[src/rtl/adder_pkg.sv]
// Shared constants for the byte accumulator path: FSM state encoding and datapath width.
package adder_pkg;

    localparam int BYTE_W = 8;

    typedef enum logic [1:0] {
        IDLE  = 2'd0,
        ACCUM = 2'd1,
        HOLD  = 2'd2
    } state_t;

endpackage : adder_pkg

[src/rtl/adder_8bits.sv]
// Combinational 8-bit adder with carry-in and carry-out.
module adder_8bits
    import adder_pkg::*;
(
    input  logic [BYTE_W-1:0] a,
    input  logic [BYTE_W-1:0] b,
    input  logic              cin,
    output logic [BYTE_W-1:0] sum,
    output logic              cout
);

    logic [BYTE_W:0] full;

    assign full = {1'b0, a} + {1'b0, b} + {{BYTE_W{1'b0}}, cin};
    assign sum  = full[BYTE_W-1:0];
    assign cout = full[BYTE_W];

endmodule : adder_8bits

[src/rtl/byte_stream_accumulator.sv]
// Accumulates a valid/ready byte stream per packet and presents sum, carry count and
// beat count on an output valid/ready handshake, one result per packet.
module byte_stream_accumulator
    import adder_pkg::*;
#(
    parameter int COUNT_W = 8
) (
    input  logic               clk,
    input  logic               rst_n,
    input  logic               clear,
    input  logic               in_valid,
    output logic               in_ready,
    input  logic [BYTE_W-1:0]  in_data,
    input  logic               in_last,
    output logic               out_valid,
    input  logic               out_ready,
    output logic [BYTE_W-1:0]  out_sum,
    output logic [COUNT_W-1:0] out_carries,
    output logic [COUNT_W-1:0] out_beats
);

    state_t              state, state_n;
    logic [BYTE_W-1:0]   acc, acc_n;
    logic [COUNT_W-1:0]  carries, carries_n;
    logic [COUNT_W-1:0]  beats, beats_n;
    logic [BYTE_W-1:0]   add_sum;
    logic                add_cout;
    logic                take_in;
    logic                take_out;

    function automatic logic [COUNT_W-1:0] sat_inc(input logic [COUNT_W-1:0] v,
                                                   input logic              en);
        return (en && (v != '1)) ? v + COUNT_W'(1) : v;
    endfunction

    adder_8bits u_adder (
        .a    (acc),
        .b    (in_data),
        .cin  (1'b0),
        .sum  (add_sum),
        .cout (add_cout)
    );

    // Handshake flags come from state alone, keeping ready/valid free of input loops.
    assign in_ready  = (state != HOLD);
    assign out_valid = (state == HOLD);
    assign take_in   = in_valid && in_ready;
    assign take_out  = out_valid && out_ready;

    assign out_sum     = acc;
    assign out_carries = carries;
    assign out_beats   = beats;

    always_comb begin
        // NOTE: every signal gets a default first so no path leaves one unassigned (no latches).
        state_n   = state;
        acc_n     = acc;
        carries_n = carries;
        beats_n   = beats;

        if (clear) begin
            state_n   = IDLE;
            acc_n     = '0;
            carries_n = '0;
            beats_n   = '0;
        end else begin
            case (state)
                IDLE: begin
                    if (take_in) begin
                        acc_n     = in_data;
                        carries_n = '0;
                        beats_n   = COUNT_W'(1);
                        state_n   = in_last ? HOLD : ACCUM;
                    end
                end
                ACCUM: begin
                    if (take_in) begin
                        acc_n     = add_sum;
                        carries_n = sat_inc(carries, add_cout);
                        beats_n   = sat_inc(beats, 1'b1);
                        if (in_last) state_n = HOLD;
                    end
                end
                HOLD: begin
                    if (take_out) state_n = IDLE;
                end
                default: state_n = IDLE;
            endcase
        end
    end

    // NOTE: non-blocking assignments so every register samples pre-edge values.
    always_ff @(posedge clk or negedge rst_n) begin
        if (!rst_n) begin
            state   <= IDLE;
            acc     <= '0;
            carries <= '0;
            beats   <= '0;
        end else begin
            state   <= state_n;
            acc     <= acc_n;
            carries <= carries_n;
            beats   <= beats_n;
        end
    end

endmodule : byte_stream_accumulator
[config.mk]
export PLATFORM = sky130hd
export DESIGN_NAME = byte_stream_accumulator
export DESIGN_NICKNAME = d
export VERILOG_FILES = /design/src/rtl/adder_pkg.sv /design/src/rtl/adder_8bits.sv /design/src/rtl/byte_stream_accumulator.sv
export SDC_FILE = /design/constraint.sdc
export NUM_CORES = 1
export LEC_CHECK = 0
export BUFFER_PORTS_ARGS = -buffer_cell sky130_fd_sc_hd__clkbuf_2
export CORE_ASPECT_RATIO = 1.1
export CORE_MARGIN = 1.5
export CORE_UTILIZATION = 45
export CTS_CLUSTER_SIZE = 40
export DETAILED_ROUTE_END_ITERATION = 6
export HOLD_SLACK_MARGIN = 0.05
export PLACE_DENSITY = 0.75
export SLEW_MARGIN = 10
export SYNTH_ARGS = -nofsm -noshare
export SYNTH_HDL_FRONTEND = slang
export SYNTH_SLANG_ARGS = --single-unit
[constraint.sdc]
create_clock -name clk -period 2.1 [get_ports clk]
set_input_delay 0.105 -clock clk [delete_from_list [all_inputs] [get_ports clk]]
set_output_delay 0.105 -clock clk [all_outputs]
set_load 0.03 [all_outputs]
After elaboration in Yosys (flattened, before gate mapping)
Cells that the tools add are included.
{ "classes": {"n_reduce_logical": 9, "mux": 21, "add_sub_neg": 3, "n_eq_ne": 11} }
{ "op_table": {"columns": ["op", "count"], "rows": [
  ["two-way mux 8 bit", 11],
  ["one-hot mux 8 bit (2 select lines)", 3],
  ["adder 8 x 1 -> 8 bit, second input constant", 2],
  ["!= test 8 bit, second input constant", 2],
  ["!= test 3 bit, second input constant", 5],
  ["two-way mux 2 bit", 6],
  ["AND reduction 4 bit", 3],
  ["adder 8 x 8 -> 9 bit", 1],
  ["one-hot mux 2 bit (3 select lines)", 1],
  ["logical AND 1 bit", 3],
  ["!= test 3 x 2 -> 1 bit, second input constant", 1],
  ["AND reduction 3 bit", 1],
  ["nonzero test 3 bit", 1],
  ["== test 2 x 1 -> 1 bit, second input constant", 1],
  ["== test 2 bit, second input constant", 1],
  ["zero test 2 bit", 1],
  ["!= test 2 bit, second input constant", 1]
]} }
{ "totals": {"ff_bits": 26, "input_bits": 14} }

Longest topological paths before layout
{ "depth": {"ltp_word": 6, "depth_mapped": 9} }

By module
From an unflattened synthesis, not the netlist that was laid out.
{ "unflattened": {"hier_cells": 190, "hier_area_um2": 1805.5} }
{ "by_module_without_submodules": {"columns": ["module", "n_inst", "seq_area_each_um2", "cells_each", "area_each_um2"], "rows": [
  ["byte_stream_accumulator", 1, 650.6, 150, 1473.9],
  ["adder_8bits", 1, 0.0, 40, 331.6]
]} }

Least setup slack after synthesis
OpenSTA, ideal clock, no wires.
{ "synth_path": {"kind": "register -> register", "from": "register acc[0] (netlist: out_sum[0])", "to": "register carries[5] (netlist: out_carries[5])", "t_arrival_ps": 2274, "path_buffers": 0, "setup_time_ps": 69, "setup_slack_ps": -243, "path_stages_with_launch": 10, "path_cell_list": "dfrtp_1 > ha_1 > inv_1 > fa_1 > and2b_1 > o31ai_2 > a21oi_4 > nand2_4 > or4_1 > nand3_1"} }
{ "synth_via": {"elab_chain_cells": 4} }
{ "synth_rtl": {"columns": ["item", "line", "rtl"], "rows": [
  ["from (decl)", "byte_stream_accumulator.sv:23", "logic [BYTE_W-1:0] acc, acc_n;"],
  ["from (signal assigned)", "byte_stream_accumulator.sv:101", "acc <= acc_n;"],
  ["adder 8 x 8 -> 9 bit", "adder_8bits.sv:14", "assign full = {1'b0, a} + {1'b0, b} + {{BYTE_W{1'b0}}, cin};"],
  ["logical AND 1 bit", "byte_stream_accumulator.sv:33", "return (en && (v != '1)) ? v + COUNT_W'(1) : v;"],
  ["!= test 3 bit (no line)", null, null],
  ["AND reduction 4 bit (no line)", null, null],
  ["to (signal assigned)", "byte_stream_accumulator.sv:102", "carries <= carries_n;"],
  ["to (decl)", "byte_stream_accumulator.sv:24", "logic [COUNT_W-1:0] carries, carries_n;"]
]} }
Every way passes these cells.
A chain may end at the register's enable or synchronous reset.

Worst setup path in the final report
{ "layout_path": {"from": "register acc[0] (netlist: out_sum[0])", "to": "register carries[6] (netlist: out_carries[6])"} }
The elaborated chain is that of the path after synthesis.

==> PnR_summary.wiki <==
{| class="wikitable"
! Metric !! Value
|-
| Number of enable flip-flop cells after synthesis || 0
|-
| Final WL || 3880 um
|-
| Crit-path leading delay family || simple AND/OR/NAND/NOR gates
|-
| CTS Buf Count || 3
|-
| Clock transition at the register clock pins on the worst setup and hold paths after CTS || 0.09 ns
|-
| Crit path largest cell delay || 0.43 ns
|-
| Launch instance of the worst register-to-register path || out_sum[0]$_DFFE_PN0P_
|-
| Inst Count DP || 282
|-
| Standard cell core area || 3655 sq um
|-
| Area Overhead vs Synth || 24.98%
|-
| Outcome || complete, but fails checks
|-
| Number of warnings reported in the yosys synthesis log || 0
|-
| Endpoint of the worst setup timing path || out_carries[6]$_DFFE_PN0P_
|-
| Sequential Area || 653.1 sq um
|-
| Post-synth design cell area || 1713 sq um
|-
| R2R Path End || out_carries[6]$_DFFE_PN0P_
|-
| Period minus WS final || 2.106 ns
|-
| Initial drt markers || 97
|-
| Violations in the final reports || negative setup slack
|-
| Count of buffer and inverter cells on the critical path || 1
|-
| Top cell by count, worst path || sky130_fd_sc_hd__nand3_2
|-
| Met3 track demand over resource || 2.874%
|-
| Flop-to-flop setup slack || -0.006 ns
|-
| Routability congestion estimate from global placement || 0.8225
|-
| Number of max-slew violations in the final report || 0
|-
| Number of antenna violations at the first check in global routing || 0
|-
| Hold Fails Final Rpt || 0
|-
| Die extent in x || 61.83 um
|-
| Initial standard-cell utilization of the core || 46.87%
|-
| Hold Crit Depth || 3
|-
| Total number of cells along the worst setup path || 9
|-
| Max cap viols || 0
|-
| Number of optimization iterations in the first detailed-route pass || 4
|-
| Startpoint kind of the worst setup timing path || flip-flop
|-
| Antenna-violating nets left || 0
|-
| Area of the die || 4186 sq um
|-
| Maximum number of buffers from clock root to sink || 2
|-
| Number of global-route vias before repair || 1430
|-
| Worst path cell trace || ha_4, inv_2, fa_2, and2b_2, o31ai_4, a21oi_4, nand3_2, or4_1, nand3_2
|-
| Final critical-path share of the clock period || 100.3%
|-
| CTS tree || done
|-
| CP required || 2.31 ns
|-
| Overall overflow remaining after global route || 0
|-
| Class of the tightest hold or removal check || input pin to flip-flop
|-
| Actual slew at the worst max-slew pin || 1.114 ns
|-
| Power per cell area || 604.0 nW/um^2
|-
| Sequential element share of the synthesized area || 37.98%
|-
| Routed wirelength normalized by instance count || 13.38 um
|-
| Number of nets in the finished design || 266
|-
| Number of instances in the synthesized netlist || 189
|-
| Most used routing layer in global routing || met2
|-
| Biggest fanout along the worst timing path || 4
|-
| Met1 Usage GRT || 27.44%
|-
| Main flop type after synthesis || sky130_fd_sc_hd__dfrtp_1
|-
| Worst clock skew on the final layout || 0.003024 ns
|-
| Instance area at placement || 2023 sq um
|-
| Relative slew slack || 25.76%
|-
| First-pass GRT wire length || 6437 um
|-
| Highest clock frequency the design can meet || 474.7 MHz
|-
| Number of storage elements in the synthesis netlist || 26
|-
| Clock latency of the later-clocked register in the worst-skew pair || 0.27 ns
|-
| Leakage power of the design || 0.001036 uW
|-
| Height of the die || 67.71 um
|-
| Filler cells || 341
|-
| Via count || 1610
|-
| Worst setup margin || -0.006456 ns
|-
| Critical path endpoint category || flip-flop
|-
| Data arrival, critical path || 2.32 ns
|-
| Critical path origin || out_sum[0]$_DFFE_PN0P_
|-
| Met2 global-route usage || 32.63%
|-
| Average instance area after synthesis || 9.063 sq um
|-
| Post-synthesis net count || 214
|-
| Setup violations, final || 1
|-
| Number of port buffers || 39
|-
| Cell with the largest stage delay on the worst path || sky130_fd_sc_hd__or4_1
|-
| Antenna Diode Count || 0
|-
| Number of standard cells in the final layout excluding fillers || 290
|-
| DRC violation count after routing || 0
|-
| Htree depth || 1
|-
| Unrepaired setup endpoints after global routing || yes
|-
| Maximum ir drop on the vdd rail || 0.3008 mV
|-
| R2R cell count || 9
|-
| Worst Setup Path Type || flip-flop to flip-flop
|-
| Dpl hpwl || 2865 um
|-
| Largest net degree at the start of global routing || 27
|-
| Number of top-level pins || 40
|-
| Via-to-Cell Ratio || 5.552
|-
| Fraction of layout cells with a size suffix above 1 || 28.33%
|-
| Area used by multi-input combinational logic || 1023 sq um
|-
| Number of different library cells in the post-synthesis netlist || 48
|-
| Overall routing resource usage || 20.29%
|-
| Placement row count || 23
|-
| Final instance area || 2141 sq um
|-
| CTS Root Cell || sky130_fd_sc_hd__clkbuf_8
|-
| Total number of clock tree sinks || 26
|-
| Asr flop ratio synth || 100.0%
|}
per-stage QoR:
stage	worst slack (ns)	setup TNS (ns)	hold WS, ns	total power (uW)	util [%]
2_1_floorplan	-0.1089	-0.4060	-0.1906	778.6	-
3_3_place_gp	0.009309	0	0.1700	868.8	55.36
3_5_place_dp	-0.05023	-0.1342	0.1751	875.7	55.36
4_1_cts	0.006375	0	0.08504	1307	58.13
5_1_grt	-0.1248	-0.3125	0.08469	1375	58.58
6_report	-0.006456	-0.006456	0.08625	1293	58.58
state kept, by name (all words and copies together), names as in the netlist:
register     count
out_beats        8
out_carries      8
out_sum          8
state            2
cell usage after synthesis, types with 3 or more instances:
cell | n | share of area, %
sky130_fd_sc_hd__nand4_1 | 3 | 1.1
sky130_fd_sc_hd__a22oi_1 | 4 | 1.8
sky130_fd_sc_hd__nand3_1 | 11 | 3.2
sky130_fd_sc_hd__nor2_1 | 12 | 2.6
sky130_fd_sc_hd__o21ai_0 | 10 | 2.9
sky130_fd_sc_hd__inv_1 | 7 | 1.5
sky130_fd_sc_hd__xor2_1 | 5 | 2.6
sky130_fd_sc_hd__a21oi_1 | 10 | 2.9
sky130_fd_sc_hd__o31ai_1 | 4 | 1.8
sky130_fd_sc_hd__buf_6 | 3 | 2.0
sky130_fd_sc_hd__a31oi_1 | 3 | 1.1
sky130_fd_sc_hd__nand2_1 | 21 | 4.6
sky130_fd_sc_hd__nor3_1 | 6 | 1.8
sky130_fd_sc_hd__ha_1 | 10 | 7.3
sky130_fd_sc_hd__dfrtp_1 | 26 | 38
sky130_fd_sc_hd__o21ai_1 | 12 | 3.5
sky130_fd_sc_hd__o211ai_1 | 4 | 1.8
sky130_fd_sc_hd__or4_1 | 4 | 1.8
worst register-to-register path, delay by kind of cell, from the launching register on:
family          cells  cell delay (ns)
simple gates        4             0.87
flops               1             0.40
compound gates      2             0.29
buf+inv             1             0.03
fa+ha+maj           2             0.47
kinds of logic (layout without fill, tap and decap cells):
kind of cell	after synthesis	count (layout)	synth area share [%]
compound gates	60	60	23.30
xor+xnor	5	5	2.556
fa+ha+maj	11	11	8.473
buf+inv	12	63	4.017
flops	26	26	37.98
mux	2	2	1.169
simple gates	73	73	22.50
cell usage in the layout, fill, tap and decap left out, drive strengths merged, types with 2 or more instances in the layout:
cell and count:
inv 7, and3 2, a21o 2, o31ai 6
nand3 12, o21ai 22, a21oi 11, nor2 13
xor2 5, buf 10, dfrtp 26, or4 4
ha 10, nand2b 3, a31oi 3, o21a 2
nand2 22, nor3 6, mux2i 2, clkbuf 42
dlygate4sd3 3, o211ai 4, a22oi 4, nand4 3
per-layer routing:
layer | up-vias | part of all wire, %
met1 | 768 | 45
met2 | 34 | 50
met5 | - | 0
li1 | 806 | -
met4 | 0 | 0.54
met3 | 2 | 3.6
where the power goes:
part / switching (uW) / leakage (uW) / total [uW] / internal (uW)
Combinational: 201 / 0.000647 / 331 / 130
Sequential: 21.3 / 0.000353 / 543 / 522
Clock: 164 / 0.0000357 / 419 / 255
Total: 386 / 0.00104 / 1290 / 907
worst min-delay path by stage:
stage | endpoint | slack (ns) | from
after floorplan | out_beats[0]$_DFFE_PN0P_ | -0.19 | rst_n
after global placement | out_sum[7]$_DFFE_PN0P_ | 0.17 | rst_n
after detailed placement | out_sum[7]$_DFFE_PN0P_ | 0.18 | rst_n
after CTS | out_sum[5]$_DFFE_PN0P_ | 0.09 | in_data[5]
after global routing | state[0]$_DFFE_PN0P_ | 0.08 | clear
final | out_sum[7]$_DFFE_PN0P_ | 0.09 | in_data[7]
final cells by class:
cell class,count,area share [%]
timing repair buffer,52,14.20
tap,50,2.922
sequential,26,30.51
inverter,7,1.227
clock buffer,3,1.929
multi-input combinational,151,47.81
clock inverter,1,1.403
timing repair:
action                                  in CTS  in global routing
endpoints found under the setup margin       8                  8
hold buffers                                 3                  0
buffers inserted                             0                  1
resized for setup                            1                  3
hold endpoints to repair                    28                  0
pin swaps                                    8                  1
Power figures use the tool's default switching activity.
